File: config.mk
export PLATFORM = sky130hd
export DESIGN_NAME = fetch_branch_redirect
export DESIGN_NICKNAME = d
export VERILOG_FILES = /design/src/rtl/fetch_branch_redirect_pkg.sv /design/src/rtl/fetch_branch_redirect.sv
export SDC_FILE = /design/constraint.sdc
export NUM_CORES = 1
export LEC_CHECK = 0
export ABC_AREA = 1
export CORE_MARGIN = 10
export CORE_UTILIZATION = 34
export DETAILED_ROUTE_END_ITERATION = 16
export GPL_ROUTABILITY_DRIVEN = 0
export GPL_TIMING_DRIVEN = 0
export SLEW_MARGIN = 30
export SYNTH_ARGS = -nofsm -noshare
export SYNTH_HDL_FRONTEND = slang
export SYNTH_SLANG_ARGS = --single-unit
File: constraint.sdc
create_clock -name iCLOCK -period 2.2 [get_ports iCLOCK]
set_input_delay 0.33 -clock iCLOCK [delete_from_list [all_inputs] [get_ports iCLOCK]]
set_output_delay 0.33 -clock iCLOCK [all_outputs]
set_load 0.01 [all_outputs]
File: src/rtl/fetch_branch_redirect_pkg.sv
// Shared definitions for the fetch-side branch redirect controller:
// state encoding, resolved-event kinds, instruction size and alignment helper.
package fetch_branch_redirect_pkg;

  typedef enum logic [1:0] {
    FBR_INIT  = 2'd0,
    FBR_RUN   = 2'd1,
    FBR_FLUSH = 2'd2,
    FBR_HALT  = 2'd3
  } fbr_state_t;

  typedef enum logic [2:0] {
    FBR_EV_NONE = 3'd0,
    FBR_EV_SEQ  = 3'd1,
    FBR_EV_JUMP = 3'd2,
    FBR_EV_IB   = 3'd3,
    FBR_EV_HALT = 3'd4
  } fbr_event_t;

  localparam logic [31:0] FBR_INSN_SIZE  = 32'h0000_0004;
  localparam logic [31:0] FBR_ALIGN_MASK = 32'hFFFF_FFFC;

  function automatic logic [31:0] fbr_align(input logic [31:0] addr);
    return addr & FBR_ALIGN_MASK;
  endfunction

endpackage

File: src/rtl/fetch_branch_redirect.sv
// Owns the fetch PC: issues sequential fetches, and on taken branch, interrupt
// branch or HALT from execute performs a one-cycle flush and redirects fetch.
module fetch_branch_redirect
  import fetch_branch_redirect_pkg::*;
#(
  parameter logic [31:0] P_RESET_PC = 32'h0000_0000,
  parameter int          P_CNT_W    = 16
) (
  input  logic               iCLOCK,
  input  logic               inRESET,
  input  logic               iRESET_SYNC,
  input  logic               iEXE_VALID,
  input  logic               iEXE_JUMP_VALID,
  input  logic               iEXE_NOT_JUMP_VALID,
  input  logic               iEXE_IB_VALID,
  input  logic               iEXE_HALT_VALID,
  input  logic [31:0]        iEXE_BRANCH_ADDR,
  input  logic [31:0]        iEXE_PC,
  input  logic [31:0]        iIB_ADDR,
  input  logic               iRESUME,
  input  logic               iFETCH_LOCK,
  output logic               oFETCH_REQ,
  output logic [31:0]        oFETCH_ADDR,
  output logic               oFLUSH,
  output logic               oEXE_LOCK,
  output logic               oHALTED,
  output logic               oMISALIGN,
  output logic [P_CNT_W-1:0] oREDIRECT_CNT
);

  localparam logic [P_CNT_W-1:0] CNT_ONE = {{(P_CNT_W-1){1'b0}}, 1'b1};

  fbr_state_t         state;
  logic [31:0]        pc;
  logic               halt_pend;
  logic               flush;
  logic               misalign;
  logic [P_CNT_W-1:0] cnt;

  fbr_event_t  ev;
  logic        redirect;
  logic [31:0] raw_target;
  logic        target_misaligned;

  // Priority decode of the execute result; only meaningful while running.
  always_comb begin
    ev = FBR_EV_NONE;
    if (state == FBR_RUN && iEXE_VALID) begin
      casez ({iEXE_HALT_VALID, iEXE_IB_VALID, iEXE_JUMP_VALID, iEXE_NOT_JUMP_VALID})
        4'b1???: ev = FBR_EV_HALT;
        4'b01??: ev = FBR_EV_IB;
        4'b001?: ev = FBR_EV_JUMP;
        4'b0001: ev = FBR_EV_SEQ;
        default: ev = FBR_EV_NONE;
      endcase
    end
  end

  always_comb begin
    raw_target = iEXE_BRANCH_ADDR;
    redirect   = 1'b0;
    case (ev)
      FBR_EV_HALT: begin raw_target = iEXE_PC + FBR_INSN_SIZE; redirect = 1'b1; end
      FBR_EV_IB:   begin raw_target = iIB_ADDR;                redirect = 1'b1; end
      FBR_EV_JUMP: begin raw_target = iEXE_BRANCH_ADDR;        redirect = 1'b1; end
      default:     begin raw_target = iEXE_BRANCH_ADDR;        redirect = 1'b0; end
    endcase
    target_misaligned = (ev == FBR_EV_IB || ev == FBR_EV_JUMP) && (raw_target[1:0] != 2'b00);
  end

  always_ff @(posedge iCLOCK or negedge inRESET) begin
    if (!inRESET) begin
      state     <= FBR_INIT;
      pc        <= P_RESET_PC;
      halt_pend <= 1'b0;
      flush     <= 1'b0;
      misalign  <= 1'b0;
      cnt       <= '0;
    end else if (iRESET_SYNC) begin
      state     <= FBR_INIT;
      pc        <= P_RESET_PC;
      halt_pend <= 1'b0;
      flush     <= 1'b0;
      misalign  <= 1'b0;
      cnt       <= '0;
    end else begin
      flush    <= 1'b0;
      misalign <= 1'b0;
      case (state)
        FBR_INIT: state <= FBR_RUN;
        FBR_RUN: begin
          // A redirect overrides any sequential increment in the same cycle.
          if (redirect) begin
            state     <= FBR_FLUSH;
            pc        <= fbr_align(raw_target);
            flush     <= 1'b1;
            misalign  <= target_misaligned;
            cnt       <= cnt + CNT_ONE;
            halt_pend <= (ev == FBR_EV_HALT);
          end else if (!iFETCH_LOCK) begin
            pc <= pc + FBR_INSN_SIZE;
          end
        end
        FBR_FLUSH: begin
          state     <= halt_pend ? FBR_HALT : FBR_RUN;
          halt_pend <= 1'b0;
        end
        FBR_HALT: if (iRESUME) state <= FBR_RUN;
        default:  state <= FBR_INIT;
      endcase
    end
  end

  assign oFETCH_REQ    = (state == FBR_RUN);
  assign oFETCH_ADDR   = pc;
  assign oFLUSH        = flush;
  assign oEXE_LOCK     = (state == FBR_INIT) || (state == FBR_FLUSH) || (state == FBR_HALT);
  assign oHALTED       = (state == FBR_HALT);
  assign oMISALIGN     = misalign;
  assign oREDIRECT_CNT = cnt;

endmodule
# Word-level counts from Yosys, hierarchy flattened
# Cells that the tools add are included.
# W data, S select, Z words.
# totals
rom_bits	0
inputBits	106
latch_bits	0
output_inout_bits	53
regBits	53
mem_bits_rw	0
memories	0
elab_cells	61
# op_classes
n_shift	0
n_mul	0
bitwise_logic	0
add_sub_neg	3
muxes	25
n_lt_le_gt_ge	0
n_reduce_logical	15
n_eq_ne	12
n_div	0
# op_table
op	count
$mux W32	4
$add A32 B3 Y32 const B	2
$pmux W32 S2	1
$mux W16	3
$add A16 B1 Y16 const B	1
$pmux W3 S4	1
$mux W1	9
$mux W2	4
$pmux W2 S4	1
$reduce_and A2 Y1	4
$eq A3 B2 Y1 const B	2
$ne A3 B2 Y1 const B	2
$reduce_bool A2 Y1	3
$eq A2 B1 Y1 const B	2
$eq A2 B2 Y1 const B	2
$eq A4 B1 Y1 const B	1
$eq A3 B1 Y1 const B	1
$eq A3 B3 Y1 const B	1
$logic_or A1 B1 Y1	3
$mux W3	1
$ne A3 B3 Y1 const B	1
$reduce_bool A3 Y1	1
$reduce_or A3 Y1	1
$logic_and A1 B1 Y1	2
2 further kinds	2

# Depth between registers and ports, before layout
# depth
depth_word	10
depth_mapped	16
mapped_depth_nobuf	15

# Worst setup path before layout
# Ideal clock, no wire load.
# synth_timing
path_type	flip-flop to flip-flop
start	reg state[0]
end	reg pc[3] (netlist: oFETCH_ADDR[3])
synth_period_minus_slack_ns	1.983
path_stages_with_launch	13
setup_slack_ns	0.217
setup_time_ns	0.124
t_required_ns	2.076
path_buffers	1
t_arrival_ns	1.859
path_cell_list	dfrtp_1 ha_1 nand2_1 inv_2 o21ai_2 nand2_4 nor2_8 inv_2 o21ai_4 inv_2 buf_2 o211ai_1 nand2_1
# synth_between
elab_chain_cells	9
word_cells_on_any_way	15
cone_classes	eq/ne: 5; mux: 6; reduce/logical: 4
# synth_rtl
item	line	rtl
start, declared	fetch_branch_redirect.sv:33	fbr_state_t state;
start signal, assigned	fetch_branch_redirect.sv:105	state <= halt_pend ? FBR_HALT : FBR_RUN;
$eq A2 B1 Y1 *	n/a	
via oFETCH_REQ	fetch_branch_redirect.sv:22	output logic oFETCH_REQ,
$logic_and A1 B1 Y1	fetch_branch_redirect.sv:48	if (state == FBR_RUN && iEXE_VALID) begin
$mux W3	fetch_branch_redirect.sv:48	
$eq A3 B2 Y1 or $eq A3 B3 Y1 (tied branches)	fetch_branch_redirect.sv:62	case (ev)
$reduce_or A3 Y1 (no source line)	n/a	
$mux W1	fetch_branch_redirect.sv:62	
$mux W32	fetch_branch_redirect.sv:93	if (redirect) begin
$mux W32	fetch_branch_redirect.sv:89	case (state)
$mux W32	fetch_branch_redirect.sv:79	end else if (iRESET_SYNC) begin
end signal, assigned	fetch_branch_redirect.sv:95	pc <= fbr_align(raw_target);
end signal, assigned	fetch_branch_redirect.sv:101	pc <= pc + FBR_INSN_SIZE;
end, declared	fetch_branch_redirect.sv:34	logic [31:0] pc;
# The timed path passes the listed nets; every way through them passes the cells marked *. The select of a mux whose other input is x is not followed.
# A chain may end at the register's enable or synchronous reset.

# Worst setup path in the final report
# layout_timing
start	reg state[1]
end	reg pc[23] (netlist: oFETCH_ADDR[23])
# layout_between
elab_chain_cells	9
word_cells_on_any_way	15
cone_classes	eq/ne: 5; mux: 6; reduce/logical: 4
# layout_rtl
item	line
$eq A2 B1 Y1 *	fetch_branch_redirect.sv:48, fetch_branch_redirect.sv:89
$logic_and A1 B1 Y1	fetch_branch_redirect.sv:48
$mux W3	fetch_branch_redirect.sv:48
$eq A3 B2 Y1 or $eq A3 B3 Y1 (tied branches)	fetch_branch_redirect.sv:62
$reduce_or A3 Y1 (no source line)	n/a
$mux W1	fetch_branch_redirect.sv:62
$mux W32	fetch_branch_redirect.sv:93
$mux W32	fetch_branch_redirect.sv:89
$mux W32	fetch_branch_redirect.sv:79
# Every way passes the cells marked *; elsewhere a longest branch is shown, timed or not. The select of a mux whose other input is x is not followed.

==> metrics.yaml <==
syn2layout_area_growth_pct: 43.2
clk_pin_slew_ns: 0.08
synth_top_cells_by_area: "nand2_1 27%, dfrtp_1 25%, nand3_1 9.3%"
yosys.area.top_type: "nand2_1"
rrSetupSlack_ns: 0.09
vias: 6152
finalClockSkew_ns: 0.00970
fin_crit_ns: 2.11
powerDensity_mw_per_mm2: 554
worst_ir_drop_vdd_mv: 0.357
cts_made_buffers: 5
dieArea_mm2: 0.0201
routed_wl_um: 19700
num_antenna_cells: 0
ys.flop_type: "dfrtp_1"
syn_avg_cell_area_um2: 5.65
hold-worst-slack_ns: 0.455
synth_edf_count: 0
grt_pass1_vias: 5790
drtIter0Drc: 445
cts_sinks: 51
async_flop_share: 1.00
antenna_found_initial: 0
worst_setup_path_end_kind: "register"
start_kind: "register"
timing.rr.end: "oFETCH_ADDR[23]"
detail-route-antenna-nets: 0
core-area_mm2: 0.0145
nets: 1183
post_drt_wl_per_cell_um: 15.7
hold_viol: 0
max_freq_mhz: 475
maxCapViolCount: 0
leakagePower_nw: 3.20
syn_area_mm2: 0.00505
arrival_ns: 2.30
cp_max_fo: 7
setup_viol: 0
die_h_um: 142
post-route-period-util: 0.958
synth_warnings: 0
final_util: 0.498
htreeDepth: 2
cts_tree: "yes"
rr_worst_depth: 15
grt_start_max_net_pins: 31
syn_inst: 894
dp_slack_ns: -0.409
synth_cell_types: 40
layout_setup_ws_ns: 0.0930
ioPinCount: 159
worst_slew_pin_slew_ns: 0.599
io_buffers: 155
critical_path_required_ns: 2.40
drive_gt1_frac: 0.0803
status: "completed"
grt_usage: 0.192
die_w_um: 142
root_buffer: "clkbuf_16"
clock_latency_ns: 0.30
place_hpwl_um: 16400
drt_pass1_iterations: 5
synth.top_cell.area_share: 0.269
yosysSeqAreaShare: 0.253
grt_pass1_wl_um: 31300
drc: 0
start_util: 0.348
min_path_type: "input port to async pin"
slew_violations: 0
nFillCells: 1582
gr-total-overflow: 0
slew_headroom: 0.601
ys_ff_latch: 51
cts_buffer_depth: 2
power_w: 0.00401
rows: 44
vias_per_cell: 4.90
rr_startpoint: "state[1]"
critPathKind: "register to register"
-- sequential cells by signal, indices dropped and copies added (netlist names) --
signal and flops:
halt_pend 1, oFETCH_ADDR 30, oFLUSH 1, oMISALIGN 1, oREDIRECT_CNT 16, state 2
-- synth_stat cells (2+ instances only) --
| library cell | count |
|---|---|
| a21oi_1 | 29 |
| a31oi_1 | 2 |
| buf_1 | 3 |
| buf_2 | 10 |
| buf_4 | 4 |
| buf_6 | 3 |
| clkbuf_1 | 4 |
| dfrtp_1 | 51 |
| ha_1 | 7 |
| inv_1 | 102 |
| inv_2 | 6 |
| nand2_1 | 362 |
| nand2_4 | 2 |
| nand3_1 | 94 |
| nand3b_1 | 3 |
| nand4_1 | 10 |
| nor2_1 | 92 |
| nor3_1 | 14 |
| nor4_1 | 2 |
| o21ai_0 | 37 |
| o21bai_1 | 11 |
| o22ai_1 | 5 |
| o31ai_1 | 3 |
| or2_2 | 17 |
| xnor2_1 | 2 |
| xor2_1 | 5 |
-- worst max-delay path, cell delays in order, from the launching register on --
cell     delay (ns)
dfrtp_1        0.41
inv_2          0.07
ha_4           0.17
nand2_1        0.07
inv_2          0.08
o21ai_4        0.11
nor2_4         0.07
nand2_4        0.12
nand2_8        0.08
buf_4          0.14
buf_4          0.12
or2_2          0.26
nand2_1        0.08
nand2_1        0.07
nand2_1        0.11
nand2_1        0.05
-- metal layers --
layer / wire [um] / global-route usage
met1: 8990 / 0.253
met2: 8960 / 0.311
met3: 1450 / 0.0384
met4: 324 / 0.0506
met5: 0 / 0
-- power breakdown --
group	total [W]	leakage [nW]	switching (W)	internal (W)
sequential	0.00126	0.701	0.000192	0.00107
clock	0.000828	0.0748	0.000395	0.000433
combinational	0.00192	2.42	0.00106	0.000862
total	0.00401	3.20	0.00164	0.00236
-- stage by stage --
step,instance area [um2],setup TNS [ns],std cells
floorplan,5050,0,895
global placement,6840,-53.36,1234
detailed placement,6850,-8.79,1235
CTS,7110,-0.0100,1250
global route,7230,-0.0333,1255
finish,7230,0,1255
-- kinds of logic (layout without fill, tap and decap cells) --
| kind of cell | after synthesis | in the layout | synth area share |
|---|---|---|---|
| AND/OR/NAND/NOR | 600 | 600 | 0.497 |
| buffers and inverters | 133 | 309 | 0.109 |
| AO/OA/AOI/OAI | 95 | 95 | 0.111 |
| flip-flops | 51 | 51 | 0.253 |
| XOR/XNOR | 7 | 7 | 0.0121 |
| other | 1 | 2 | 0.000742 |
| adder cells (fa/ha/maj) | 7 | 7 | 0.0173 |
-- worst max-delay path by stage --
stage / startpoint / end / slack (ns) / cells after the start
after CTS: state[1] / oFETCH_ADDR[22] / -0.01 / 13
final: state[1] / oFETCH_ADDR[23] / 0.09 / 15
after global placement: inRESET / oREDIRECT_CNT[8] / -0.89 / 1
after global routing: state[1] / oFETCH_ADDR[7] / -0.02 / 13
after detailed placement: state[1] / oFETCH_ADDR[22] / -0.41 / 11
after floorplan: state[0] / oFETCH_ADDR[3] / 0.22 / 12
-- timing repair --
item	CTS	global route
hold buffers	1	0
hold endpoints to repair	21	0
pin swaps	5	4
buffers inserted	6	6
setup endpoints to repair	40	39
gates resized for setup	13	19
-- area by class of cell --
| class | count | area, um2 | area share |
|---|---|---|---|
| repair buffers | 169 | 1680 | 0.233 |
| plain buffers | 23 | 156 | 0.0216 |
| inverters | 109 | 413 | 0.0571 |
| clock buffers | 5 | 125 | 0.0173 |
| clock inverters | 3 | 26.3 | 0.00363 |
| flip-flops and latches | 51 | 1280 | 0.177 |
| well taps | 184 | 230 | 0.0318 |
| multi-input cells | 711 | 3320 | 0.459 |
-- cell usage in the layout (no fill, tap or decap), types with 6 or more instances in the layout --
cell / instances
a21oi_1: 29
buf_2: 9
buf_4: 16
clkdlybuf4s50_1: 154
dfrtp_1: 50
ha_1: 6
inv_1: 101
inv_2: 7
nand2_1: 360
nand3_1: 94
nand4_1: 10
nor2_1: 86
nor3_1: 13
o21ai_0: 37
o21bai_1: 11
or2_2: 17
Power figures use the tool's default switching activity.
==> patch: new RTL, config.mk and constraints unchanged <==
The 4 states of `fbr_state_t` get a one-hot encoding in 4 bits.
--- a/src/rtl/fetch_branch_redirect_pkg.sv
+++ b/src/rtl/fetch_branch_redirect_pkg.sv
@@ -2,11 +2,11 @@
 // state encoding, resolved-event kinds, instruction size and alignment helper.
 package fetch_branch_redirect_pkg;
 
-  typedef enum logic [1:0] {
-    FBR_INIT  = 2'd0,
-    FBR_RUN   = 2'd1,
-    FBR_FLUSH = 2'd2,
-    FBR_HALT  = 2'd3
+  typedef enum logic [3:0] {
+    FBR_INIT  = 4'b0001,
+    FBR_RUN   = 4'b0010,
+    FBR_FLUSH = 4'b0100,
+    FBR_HALT  = 4'b1000
   } fbr_state_t;
 
   typedef enum logic [2:0] {
Function: no difference found for any inputs over 10 cycles, from zero or initial values and one cycle with inRESET low; not proved beyond that.
==> patch against the unedited design <==
Sequential cell count is 2 higher; maximum frequency is 2.5% higher; area after synthesis hardly changed; setup slack improved by 51 ps; routed wire length is 6.0% higher; critical path depth decreased by 11; cell area down 2.2%; register-to-register slack better by 70 ps; count of clock-buffer cells in the layout up 1; sequential share of layout area rose by 1.1 points.
Power is not compared: it rests on default switching activity, and its combinational part moved more than twofold at a synthesized area within 25%.
==> patch: results (changes against the unedited design) <==
| Metric | Value |
|---|---|
| Status | `completed (unchanged)` |
| Post-synthesis average cell area | `5.65 µm² (about the same)` |
| Crit path largest cell delay | `560 ps (was 410 ps)` |
| Iteration-0 DRC Markers | `498 (was 445)` |
| Register area share after synthesis | `0.263 (was 0.253)` |
| Number of global-route vias before repair | `5933 (was 5790)` |
| Via count | `6173 (was 6152)` |
| Largest net degree at the start of global routing | `37 (was 31)` |
| First-pass GRT wire length | `32900 µm (was 31300 µm)` |
| Drt wl/cell | `16.8 µm (was 15.7 µm)` |
| CP arrival | `1730 ps (was 2300 ps)` |
| DP Area | `6860 µm² (was 6850 µm²)` |
| Top post-synthesis cells by count | `nand2_1, nand3_1, nor2_1 (was nand2_1, inv_1, nand3_1)` |
| Worst-margin pin slew | `609 ps (was 599 ps)` |
| Clock Skew | `9.86 ps (was 9.70 ps)` |
| Total GRT Usage | `0.204 (was 0.192)` |
| Share of cells above drive strength 1 | `0.0708 (was 0.0803)` |
| Number of port buffers | `156 (was 155)` |
| Post-DP HPWL | `17000 µm (was 16400 µm)` |
| Distinct cells, synth | `37 (was 40)` |
| Initial antenna violation count | `1 (was 0)` |
| Max reg flops | `30 (unchanged)` |
| Critical path peak fanout | `3 (was 7)` |
| Critical path's slowest cell | `clkdlybuf4s50_1 (was dfrtp_1)` |
| Top delay family on crit path | `buffers and inverters (was simple AND/OR/NAND/NOR gates)` |
| Via density per instance | `4.96 (was 4.90)` |
| Most area-consuming cells after synthesis | `dfrtp_1, nand2_1, nand3_1, nor2_1, inv_1 (was nand2_1, dfrtp_1, nand3_1, inv_1, nor2_1)` |
| Setup bufs post-CTS | `0 (was 6)` |
==> patch: cell types whose count changed in the layout (fill, tap and decap cells not counted), moves of 7 or more <==
cell,before,now
nand2_1,360,338
nor2_1,86,101
nand4_1,10,28
o21ai_0,37,30
nand3_1,94,117
inv_1,101,89
buf_4,16,5
==> patch: repair_timing <==
action                     in CTS  in global routing
gates resized for setup         3                 19
hold buffers                    1                  0
pin swaps                       0                  0
hold endpoints to repair       16                  0
setup endpoints to repair      12                 31
==> patch: final cells by class <==
type	instances	area (µm²)
tap	184	230
inverter	97	367
sequential	53	1330
multi-input combinational	720	3280
fill	1557	7460
clock inverter	2	13.8
antenna	1	2.50
clock buffer	6	129
buffer	24	126
timing repair buffer	158	1590
==> patch: per-layer routing <==
metal / track usage / share of wire / vias to the layer above
met5: 0 / 0 / -
met1: 0.264 / 0.44 / 2740
met2: 0.343 / 0.47 / 208
li1: - / - / 3203
met3: 0.0421 / 0.079 / 22
met4: 0.0409 / 0.015 / 0
==> patch: through the flow <==
step,util,worst slack (ps)
detailed placement,0.472,-396
global placement,0.471,-1060
global route,0.487,1.81
floorplan,-,476
finish,0.487,144
CTS,0.483,29.7
==> patch: path summary, 6_finish.rpt <==
check	cells past startpoint	endpoint	slack (ps)	from
setup reg to reg	11	oFETCH_ADDR[13]	160	state[0]
min in group iCLOCK	2	halt_pend	550	halt_pend
hold / removal	2	oREDIRECT_CNT[15]	430	inRESET
hold reg to reg	2	halt_pend	550	halt_pend
setup / recovery	4	oFETCH_REQ	140	state[2]
max in group asynchronous	3	oFETCH_ADDR[14]	1280	inRESET
==> patch: cell families (layout without fill, tap and decap cells) <==
| logic type | Yosys count | count (layout) | synth area share |
|---|---|---|---|
| AOI/OAI and AO/OA | 75 | 75 | 0.0862 |
| xor gates and xnor gates | 10 | 10 | 0.0173 |
| adders and majority gates | 3 | 3 | 0.00744 |
| buffers and inverters | 121 | 287 | 0.0959 |
| DFF | 53 | 53 | 0.263 |
| other | 1 | 3 | 0.000743 |
| and+or+nand+nor | 630 | 630 | 0.529 |
==> patch: power groups by stage <==
stage	sequential, mW	clock (mW)	combinational [mW]
floorplan	1.12	0	0.354
global placement	1.12	0	0.823
detailed placement	1.12	0	0.832
CTS	1.10	0.844	0.840
global route	1.11	0.891	0.924
finish	1.10	0.834	0.836
